<file path="config.mk">
export PLATFORM = sky130hd
export DESIGN_NAME = fp_mul_seq_flat
export DESIGN_NICKNAME = d
export VERILOG_FILES = /design/src/rtl/fp_mul_seq_if.sv /design/src/rtl/fp_mul_seq.sv /design/src/flat_wrapper.sv
export SDC_FILE = /design/constraint.sdc
export NUM_CORES = 1
export LEC_CHECK = 0
export CAP_MARGIN = 20
export CORE_UTILIZATION = 51
export DETAILED_ROUTE_END_ITERATION = 8
export PLACE_DENSITY = 0.77
export REMOVE_ABC_BUFFERS = 1
export SLEW_MARGIN = 20
export SYNTH_ARGS = -nofsm -noshare
export SYNTH_HDL_FRONTEND = slang
export SYNTH_SLANG_ARGS = --single-unit
</file>
<file path="constraint.sdc">
create_clock -name sysclk -period 5.1 [get_ports sysclk]
set_input_delay 1.53 -clock sysclk [delete_from_list [all_inputs] [get_ports sysclk]]
set_output_delay 1.53 -clock sysclk [all_outputs]
set_load 0.1 [all_outputs]
</file>
<file path="src/rtl/fp_mul_seq_if.sv">
// Handshake bus of the sequential floating-point multiplier: operand
// request channel (in_*, a, b) and result channel (out_*, c, flags).
interface fp_mul_seq_if #(
    parameter int EXP_W = 8,
    parameter int MAN_W = 23
);
    localparam int W = 1 + EXP_W + MAN_W;

    logic         in_valid;
    logic         in_ready;
    logic [W-1:0] a;
    logic [W-1:0] b;
    logic         out_valid;
    logic         out_ready;
    logic [W-1:0] c;
    logic [3:0]   flags;

    modport master (
        output in_valid, a, b, out_ready,
        input  in_ready, out_valid, c, flags
    );

    modport slave (
        input  in_valid, a, b, out_ready,
        output in_ready, out_valid, c, flags
    );
endinterface

</file>
<file path="src/rtl/fp_mul_seq.sv">
// Multi-cycle IEEE-754 multiplier: shift-add significand product, round to
// nearest even, flush-to-zero subnormals, flags {invalid, overflow, underflow, inexact}.
module fp_mul_seq #(
    parameter int EXP_W = 8,
    parameter int MAN_W = 23
) (
    input logic         sysclk,
    input logic         rst,
    fp_mul_seq_if.slave bus
);
    localparam int W  = 1 + EXP_W + MAN_W;
    localparam int S  = MAN_W + 1;
    localparam int P  = 2 * S;
    localparam int XW = EXP_W + 2;
    localparam int CW = $clog2(S);
    localparam logic signed [XW-1:0] BIAS_X = XW'((1 << (EXP_W - 1)) - 1);
    localparam logic signed [XW-1:0] EMAX_X = XW'((1 << EXP_W) - 1);
    localparam logic [W-1:0] QNAN = {1'b0, {EXP_W{1'b1}}, 1'b1, {(MAN_W-1){1'b0}}};

    typedef enum logic [1:0] {IDLE, MUL, RND, DONE} state_t;
    state_t state, state_nx;

    logic                 sign;
    logic [S-1:0]         ma;
    logic [P-1:0]         prod;
    logic signed [XW-1:0] exp_r;
    logic [CW-1:0]        cnt;
    logic                 spec;
    logic [W-1:0]         spec_c;
    logic [3:0]           spec_f;
    logic [W-1:0]         c_r;
    logic [3:0]           flags_r;

    logic [EXP_W-1:0] ea, eb;
    logic [MAN_W-1:0] fa, fb;
    logic a_zero, b_zero, a_inf, b_inf, a_nan, b_nan, a_snan, b_snan;
    logic             is_spec;
    logic [W-1:0]     sc;
    logic [3:0]       sf;
    logic             s_sign;

    assign ea = bus.a[W-2:MAN_W];
    assign fa = bus.a[MAN_W-1:0];
    assign eb = bus.b[W-2:MAN_W];
    assign fb = bus.b[MAN_W-1:0];

    // A zero exponent covers both zero and subnormal, so subnormals flush here.
    always_comb begin
        a_zero = (ea == '0);
        b_zero = (eb == '0);
        a_inf  = (ea == '1) && (fa == '0);
        b_inf  = (eb == '1) && (fb == '0);
        a_nan  = (ea == '1) && (fa != '0);
        b_nan  = (eb == '1) && (fb != '0);
        a_snan = a_nan && !fa[MAN_W-1];
        b_snan = b_nan && !fb[MAN_W-1];
        s_sign = bus.a[W-1] ^ bus.b[W-1];
        is_spec = 1'b1;
        sc      = QNAN;
        sf      = '0;
        if (a_nan || b_nan)
            sf[3] = a_snan | b_snan;
        else if ((a_inf && b_zero) || (a_zero && b_inf))
            sf[3] = 1'b1;
        else if (a_inf || b_inf)
            sc = {s_sign, {EXP_W{1'b1}}, {MAN_W{1'b0}}};
        else if (a_zero || b_zero)
            sc = {s_sign, {(W-1){1'b0}}};
        else
            is_spec = 1'b0;
    end

    logic [S:0]           sum;
    logic                 norm, guard, sticky, rup;
    logic [S-1:0]         mant;
    logic [S:0]           mr;
    logic signed [XW-1:0] exp_n, exp_f;
    logic [MAN_W-1:0]     frac;
    logic [W-1:0]         rc;
    logic [3:0]           rf;

    assign sum = {1'b0, prod[P-1:S]} + (prod[0] ? {1'b0, ma} : '0);

    always_comb begin
        norm   = prod[P-1];
        mant   = norm ? prod[P-1:S] : prod[P-2:S-1];
        guard  = norm ? prod[S-1] : prod[S-2];
        sticky = norm ? (|prod[S-2:0]) : (|prod[S-3:0]);
        exp_n  = exp_r + $signed({{(XW-1){1'b0}}, norm});
        rup    = guard & (sticky | mant[0]);
        mr     = {1'b0, mant} + {{S{1'b0}}, rup};
        exp_f  = exp_n + $signed({{(XW-1){1'b0}}, mr[S]});
        frac   = mr[S] ? mr[MAN_W:1] : mr[MAN_W-1:0];
        if (spec) begin
            rc = spec_c;
            rf = spec_f;
        end else if (exp_f[XW-1] || exp_f == '0) begin
            rc = {sign, {(W-1){1'b0}}};
            rf = 4'b0011;
        end else if (exp_f >= EMAX_X) begin
            rc = {sign, {EXP_W{1'b1}}, {MAN_W{1'b0}}};
            rf = 4'b0101;
        end else begin
            rc = {sign, exp_f[EXP_W-1:0], frac};
            rf = {3'b000, guard | sticky};
        end
    end

    always_ff @(posedge sysclk) begin
        if (rst) state <= IDLE;
        else     state <= state_nx;
    end

    always_comb begin
        state_nx = state;
        case (state)
            IDLE: if (bus.in_valid)             state_nx = MUL;
            MUL:  if (cnt == CW'(S - 1))        state_nx = RND;
            RND:                                state_nx = DONE;
            DONE: if (bus.out_ready)            state_nx = IDLE;
            default:                            state_nx = IDLE;
        endcase
    end

    always_comb begin
        bus.in_ready  = (state == IDLE) && !rst;
        bus.out_valid = (state == DONE);
        bus.c         = c_r;
        bus.flags     = flags_r;
    end

    // LSB-first multiplier: the multiplier sits in the low half of prod and
    // shifts out as the partial sum shifts in from the top.
    always_ff @(posedge sysclk) begin
        if (rst) begin
            sign    <= 1'b0;
            ma      <= '0;
            prod    <= '0;
            exp_r   <= '0;
            cnt     <= '0;
            spec    <= 1'b0;
            spec_c  <= '0;
            spec_f  <= '0;
            c_r     <= '0;
            flags_r <= '0;
        end else begin
            case (state)
                IDLE: if (bus.in_valid) begin
                    sign   <= s_sign;
                    ma     <= {|ea, fa};
                    prod   <= {{S{1'b0}}, |eb, fb};
                    exp_r  <= $signed({2'b00, ea}) + $signed({2'b00, eb}) - BIAS_X;
                    cnt    <= '0;
                    spec   <= is_spec;
                    spec_c <= sc;
                    spec_f <= sf;
                end
                MUL: begin
                    prod <= {sum, prod[S-1:1]};
                    cnt  <= cnt + CW'(1);
                end
                RND: begin
                    c_r     <= rc;
                    flags_r <= rf;
                end
                default: ;
            endcase
        end
    end
endmodule

</file>
<file path="src/flat_wrapper.sv">
// flat-port wrapper written by rule: the top's interface ports become plain ports
module fp_mul_seq_flat 
#(
    parameter int EXP_W = 8,
    parameter int MAN_W = 23
)
  (sysclk, rst, bus_in_valid, bus_a, bus_b, bus_out_ready, bus_in_ready, bus_out_valid, bus_c, bus_flags);
  fp_mul_seq_if #(.EXP_W(EXP_W), .MAN_W(MAN_W)) bus_i ();
  input logic sysclk;
  input logic rst;
  input wire logic [$bits(bus_i.in_valid)-1:0] bus_in_valid;
  input wire logic [$bits(bus_i.a)-1:0] bus_a;
  input wire logic [$bits(bus_i.b)-1:0] bus_b;
  input wire logic [$bits(bus_i.out_ready)-1:0] bus_out_ready;
  output wire logic [$bits(bus_i.in_ready)-1:0] bus_in_ready;
  output wire logic [$bits(bus_i.out_valid)-1:0] bus_out_valid;
  output wire logic [$bits(bus_i.c)-1:0] bus_c;
  output wire logic [$bits(bus_i.flags)-1:0] bus_flags;
  assign bus_i.in_valid = bus_in_valid;
  assign bus_i.a = bus_a;
  assign bus_i.b = bus_b;
  assign bus_i.out_ready = bus_out_ready;
  assign bus_in_ready = bus_i.in_ready;
  assign bus_out_valid = bus_i.out_valid;
  assign bus_c = bus_i.c;
  assign bus_flags = bus_i.flags;
  fp_mul_seq #(.EXP_W(EXP_W), .MAN_W(MAN_W)) u_core (.sysclk(sysclk), .rst(rst), .bus(bus_i));
endmodule
</file>
==> flow_summary.toml, run 1 <==
[clock_tree]
clk_latency_ns = 0.43
htree_num_levels = 4
clock_path_buffers = 2
clockRootBuffer = "clkbuf_16"
cts_setup_buffers = 0
clkTransAtPathRegs_ns = 0.06
clkSinkCount = 131
cts_tree = "built"
cts-buffers-inserted = 17

[setup_path]
critPathSlowestCell = "nor4_4"
path_depth = 18
cp_slowest_stage_delay_ns = 0.56
worstSetupPathType = "reg2reg"
worstPathCellList = "buf_12 > mux2_2 > nor4b_2 > nand4_1 > nor2_1 > xor2_1 > ha_1 > a21oi_1 > inv_1 > ha_1 > nand3_1 > nor2_1 > nor3_1 > a31oi_1 > nor4_1 > a211o_1 > nor4_4 > a32o_1"
path_buf_inv = 2
startpoint = "u_core.prod[47]"
worstRegToRegCells = 18
cp-end-kind = "flop"
cp.required_ns = 5.47
startpoint_type = "flop"
r2r_end = "u_core.bus.c[21]"
worstSetupEndpoint = "u_core.bus.c[21]"
worstPathMaxFanout = 42
arrival_ns = 4.91
cp_top_family = "simple AND/OR/NAND/NOR gates"
reg2reg_from = "u_core.prod[47]"
reg2reg_slack_ns = 0.55

[synthesis]
ys_seq_elements = 131
synthMuxAreaShare_pct = 5.02
netlist_area_um2 = 8300
synth_edf_count = 0
synth_cells = 1031
synthArstFlopShare_pct = 0
yosys_warnings = 0
synth-seq-area-share_pct = 31.6
synthSimpleGateAreaFrac_pct = 23.0
synthXorXnorAreaFrac_pct = 5.17
synthFlopType = "dfxtp_1"
synth_compound_area_share_pct = 24.0
synth.distinct_cells = 75
synth_top_family_by_area = "compound AO/OA/AOI/OAI gates"
synth_fa_ha_area_share_pct = 6.67
avgSynthCellArea_um2 = 8.05

[timing]
fmax_ghz = 0.220
hold_viol_final = 0
slew_headroom_pct = 33.8
setup_viol = 0
finalCritPeriodShare_pct = 89.1
hold_slack_ns = 0.449
rsz0062_at_grt = "no"
fin_crit_ns = 4.55
worst_slew_pin_slew_ns = 0.989
fin_ws_ns = 0.554
tns_ns = 0
fin_skew_ns = 0.00678
final_max_slew_viol_count = 0

[floorplan]
die_area_um2 = 16800
start_util_pct = 52.2
fp.coreArea_um2 = 15900
die_width_um = 130
fp-row-count = 46
io_pins = 106
die_y_um = 130

[global_route]
first_global_vias = 6958
grt-ovfl-total = 0
grt_use_total_pct = 25.2
antenna_found_initial = 0
grt_max_degree = 68
grt_pass1_wl_um = 33500

[final_layout]
drive_gt1_share_pct = 7.41
nets = 1218
n_antenna_cell = 0
area_growth_pct = 22.5

[pwr]
p_per_area_nw_per_um2 = 433
power.total_mw = 4.40
power.leakage_nw = 3.87
ir_drop_mv = 0.419

[placed_design]
numPortBuffers = 105
post-dp-hpwl_um = 14900
pre_cts_ws_ns = 0.425
place_congestion = 0.893

[detailed_routing]
vias_per_cell = 5.77
avgRoutedWirePerCell_um = 15.2
drtIter0Drc = 526
totalWireLength_um = 20300
vias = 7714
ant_nets = 0
first_pass_iters = 5
route.detailed.drc = 0

[status]
status = "finished, final reports clean"

[hold_path]
hold_path_class = "reg2reg"
min_from = "u_core.ma[11]"

[job]
maxCapViolCount = 0
routing by layer:
| metal | routed length [um] | vias up | track usage (%) |
|---|---|---|---|
| met5 | 0 | - | 0 |
| met3 | 1200 | 36 | 5.00 |
| met4 | 368 | 0 | 10.1 |
| met1 | 9750 | 3524 | 34.4 |
| li1 | - | 3908 | - |
| met2 | 9000 | 246 | 38.8 |
sequential cells by signal (all words and copies together) (netlist names):
register / count
u_core.cnt: 5
u_core.sign: 1
u_core.bus.flags: 4
u_core.state: 2
u_core.spec_c: 3
u_core.prod: 48
u_core.ma: 24
u_core.bus.c: 32
u_core.spec_f: 1
u_core.exp_r: 10
u_core.spec: 1
synth_stat cells (8+ instances only):
| cell type | n | area (um^2) |
|---|---|---|
| mux2i_1 | 36 | 360 |
| nand2_1 | 114 | 428 |
| and3_1 | 9 | 56.3 |
| a22o_1 | 9 | 78.8 |
| a21o_1 | 17 | 128 |
| clkbuf_1 | 48 | 180 |
| nand2b_1 | 16 | 100 |
| xnor2_1 | 29 | 254 |
| nand4_1 | 15 | 93.8 |
| nor3_1 | 14 | 70.1 |
| o21ai_2 | 9 | 78.8 |
| dfxtp_1 | 131 | 2620 |
| a211oi_1 | 52 | 390 |
| and2_1 | 31 | 194 |
| a21oi_1 | 71 | 355 |
| a22oi_1 | 17 | 128 |
| a31oi_1 | 9 | 56.3 |
| inv_1 | 27 | 101 |
| buf_1 | 12 | 45.0 |
| o21ai_0 | 24 | 120 |
| nor2b_1 | 8 | 50.1 |
| xor2_1 | 20 | 175 |
| nand3_1 | 26 | 130 |
| nor4_1 | 20 | 125 |
| ha_1 | 41 | 513 |
| nor2_1 | 111 | 417 |
worst min path at each step:
| stage | end | slack (ns) | cells past startpoint |
|---|---|---|---|
| after floorplan | u_core.ma[0] | 0.43 | 2 |
| after global placement | u_core.bus.c[4] | 0.44 | 2 |
| after detailed placement | u_core.bus.c[18] | 0.44 | 2 |
| after CTS | u_core.ma[11] | 0.45 | 2 |
| after global routing | u_core.bus.c[12] | 0.47 | 2 |
| final | u_core.ma[11] | 0.45 | 2 |
worst min-delay path: cells and delay by family, from the launching register on:
kind,cells,cell delay [ns]
flip-flops,1,0.30
AO/OA/AOI/OAI,1,0.05
AND/OR/NAND/NOR,1,0.05
cell type report:
class                           count  area, um^2
Fill cell                        1408        5720
Multi-Input combinational cell    807        5330
Sequential cell                   131        2620
Timing Repair Buffer              123        1220
Clock buffer                       20         467
Tap cell                          216         270
Clock inverter                     12         154
Inverter                           27         101
cells in the final DEF, fill, tap and decap left out, types with 5 or more instances in the layout:
cell type	n
a211oi_1	52
xnor2_1	29
clkdlybuf4s50_1	103
a32o_1	5
a22oi_1	17
a22o_1	9
mux2i_1	36
inv_1	27
nor2b_1	8
clkbuf_16	17
and2_1	31
nand3_1	26
a211o_1	5
a21oi_1	71
nor3_1	14
xor2_1	20
mux2_2	5
o21ai_2	9
o21bai_1	6
nand2_1	114
nor4_1	20
o211ai_1	7
dfxtp_1	130
a311oi_1	6
a21o_1	17
ha_1	41
nor2_1	111
buf_4	16
and3_1	9
a21boi_0	5
o21ai_0	24
o21a_1	7
nand2b_1	16
a31oi_1	8
nand4_1	15
through the flow:
| step | utilization, % | instance area [um^2] | std cells |
|---|---|---|---|
| 2_1_floorplan | - | 8020 | 965 |
| 3_3_place_gp | 59.8 | 9500 | 1303 |
| 3_5_place_dp | 59.8 | 9500 | 1303 |
| 4_1_cts | 63.7 | 10100 | 1335 |
| 5_1_grt | 64.0 | 10200 | 1336 |
| 6_report | 64.0 | 10200 | 1336 |
power breakdown:
group | switching [mW] | internal, mW | leakage [nW]
Combinational | 1.08 | 0.608 | 2.50
Clock | 0.464 | 0.806 | 0.298
Sequential | 0.205 | 1.24 | 1.07
Total | 1.75 | 2.65 | 3.87
kinds of logic (layout without fill, tap and decap cells):
group	after synthesis	in the layout
mux	41	41
simple gates	393	393
compound gates	281	281
xor+xnor	49	49
fa+ha+maj	43	43
flops	131	131
buf+inv	93	182
timing repair:
action                                  CTS  global route
endpoints found under the setup margin    0            14
gates resized for setup                   0             2
hold buffers                              0             0
Note: power is estimated with default switching activity, not from simulation.
==> inputs of run 2 (changes only) <==
- CORE_ASPECT_RATIO: default -> 0.8
- GPL_TIMING_DRIVEN: default -> 1
==> flow_summary.toml, run 2 (synthesis results as in run 1) <==
[floorplan]
io_pins = 106
fp-row-count = 41
fp.coreArea_um2 = 15900
die_y_um = 116
die_width_um = 145
die_area_um2 = 16800
start_util_pct = 52.3

[final_layout]
final_util_pct = 64.3
drive_gt1_share_pct = 7.40
final_cell_mix = "dfxtp_1, nand2_1, nor2_1"
area_growth_pct = 22.8
n_antenna_cell = 0
nets = 1219
final_cells = 1336
final_common_cell = "dfxtp_1"
postLayoutCellArea_um2 = 10200
largest_register_ff_count = 48
regMostFlops = "u_core.prod"

[global_route]
grt_pass1_wl_um = 35200
grt-ovfl-total = 0
grt_use_total_pct = 26.7
grt_max_degree = 57
antenna_found_initial = 0
first_global_vias = 6986

[placed_design]
place_congestion = 0.888
place_inst = 1303
pre_cts_ws_ns = 0.346
placed_cell_area_um2 = 9500
numPortBuffers = 105
post-dp-hpwl_um = 15700

[clock_tree]
clkTransAtPathRegs_ns = 0.06
clockRootBuffer = "clkbuf_16"
htree_num_levels = 4
clock_path_buffers = 2
clkSinkCount = 131
cts-buffers-inserted = 17
cts_setup_buffers = 0
clk_latency_ns = 0.42
cts_tree = "built"

[setup_path]
path_common_cell = "ha_1"
arrival_ns = 4.94
critPathSlowestCell = "dfxtp_2"
cp.required_ns = 5.43
cp-end-kind = "flop"
startpoint_type = "flop"
worstSetupPathType = "reg2reg"
cp_slowest_stage_delay_ns = 0.44
worstPathCellList = "buf_12 > mux2_2 > ha_1 > nand2_1 > a2111oi_4 > nand4_1 > nor2_1 > xor2_1 > ha_1 > a21oi_1 > inv_1 > ha_1 > nand3_1 > nor2_1 > nand3_1 > xor2_1 > o21a_1 > a31oi_1 > a21oi_1 > a211oi_1"
worstPathMaxFanout = 55

[timing]
setup_viol = 0
final_max_slew_viol_count = 0
hold_slack_ns = 0.448
tns_ns = 0
fin_ws_ns = 0.496
finalCritPeriodShare_pct = 90.3
fmax_ghz = 0.217
fin_skew_ns = 0.00860
rsz0062_at_grt = "no"
worst_slew_pin_slew_ns = 0.989
fin_crit_ns = 4.60
hold_viol_final = 0
slew_headroom_pct = 33.8

[detailed_routing]
vias = 7819
vias_per_cell = 5.85
drtIter0Drc = 681
avgRoutedWirePerCell_um = 16.0
route.detailed.drc = 0
first_pass_iters = 5
totalWireLength_um = 21400
ant_nets = 0

[pwr]
power.total_mw = 4.50
power.leakage_nw = 3.89
ir_drop_mv = 0.411
p_per_area_nw_per_um2 = 442

[status]
status = "finished, final reports clean"

[hold_path]
hold_path_class = "reg2reg"

[job]
maxCapViolCount = 0
## run 2: changes by cell type in the layout (fill, tap and decap cells not counted), moves of 2 or more
cell,before,now
clkbuf_8,3,0
bufinv_16,3,5
buf_4,16,18
inv_6,1,3
## run 2: critical path, delay by kind of cell, from the launching register on
family	cells	cell delay (ns)
compound gates	6	1.51
xor+xnor	2	0.36
fa+ha+maj	3	0.64
buf+inv	2	0.34
flops	1	0.44
mux	1	0.20
simple gates	6	1.05
## run 2: final timing paths
path,startpoint,end,slack (ns),cells past startpoint
worst max register to register,u_core.prod[47],u_core.bus.c[25],0.50,20
worst max-delay path,u_core.prod[47],u_core.bus.c[25],0.50,20
worst min-delay path,u_core.ma[2],u_core.ma[2],0.45,2
worst min register to register,u_core.ma[2],u_core.ma[2],0.45,2
## run 2: cell type report
| type | instances | area (um^2) |
|---|---|---|
| Multi-Input combinational cell | 807 | 5320 |
| Timing Repair Buffer | 124 | 1220 |
| Sequential cell | 131 | 2620 |
| Clock inverter | 15 | 228 |
| Tap cell | 215 | 269 |
| Fill cell | 1337 | 5670 |
| Clock buffer | 17 | 425 |
| Inverter | 27 | 101 |
## run 2: repair_timing
action                                  CTS  global route
endpoints found under the setup margin    0            11
gates resized for setup                   0             1
hold buffers                              0             0
## run 2: metal layers
metal	global-route usage (%)	vias to the layer above	part of all wire [%]
li1	-	3914	-
met1	39.8	3628	51
met2	38.9	255	42
met3	5.25	22	6.1
met4	6.32	0	0.76
met5	0	-	0
## run 2: report_power, final
group          switching (mW)  internal (mW)  leakage [nW]
combinational            1.10          0.602          2.51
sequential              0.217           1.24          1.07
clock                   0.479          0.871         0.314
total                    1.79           2.71          3.89
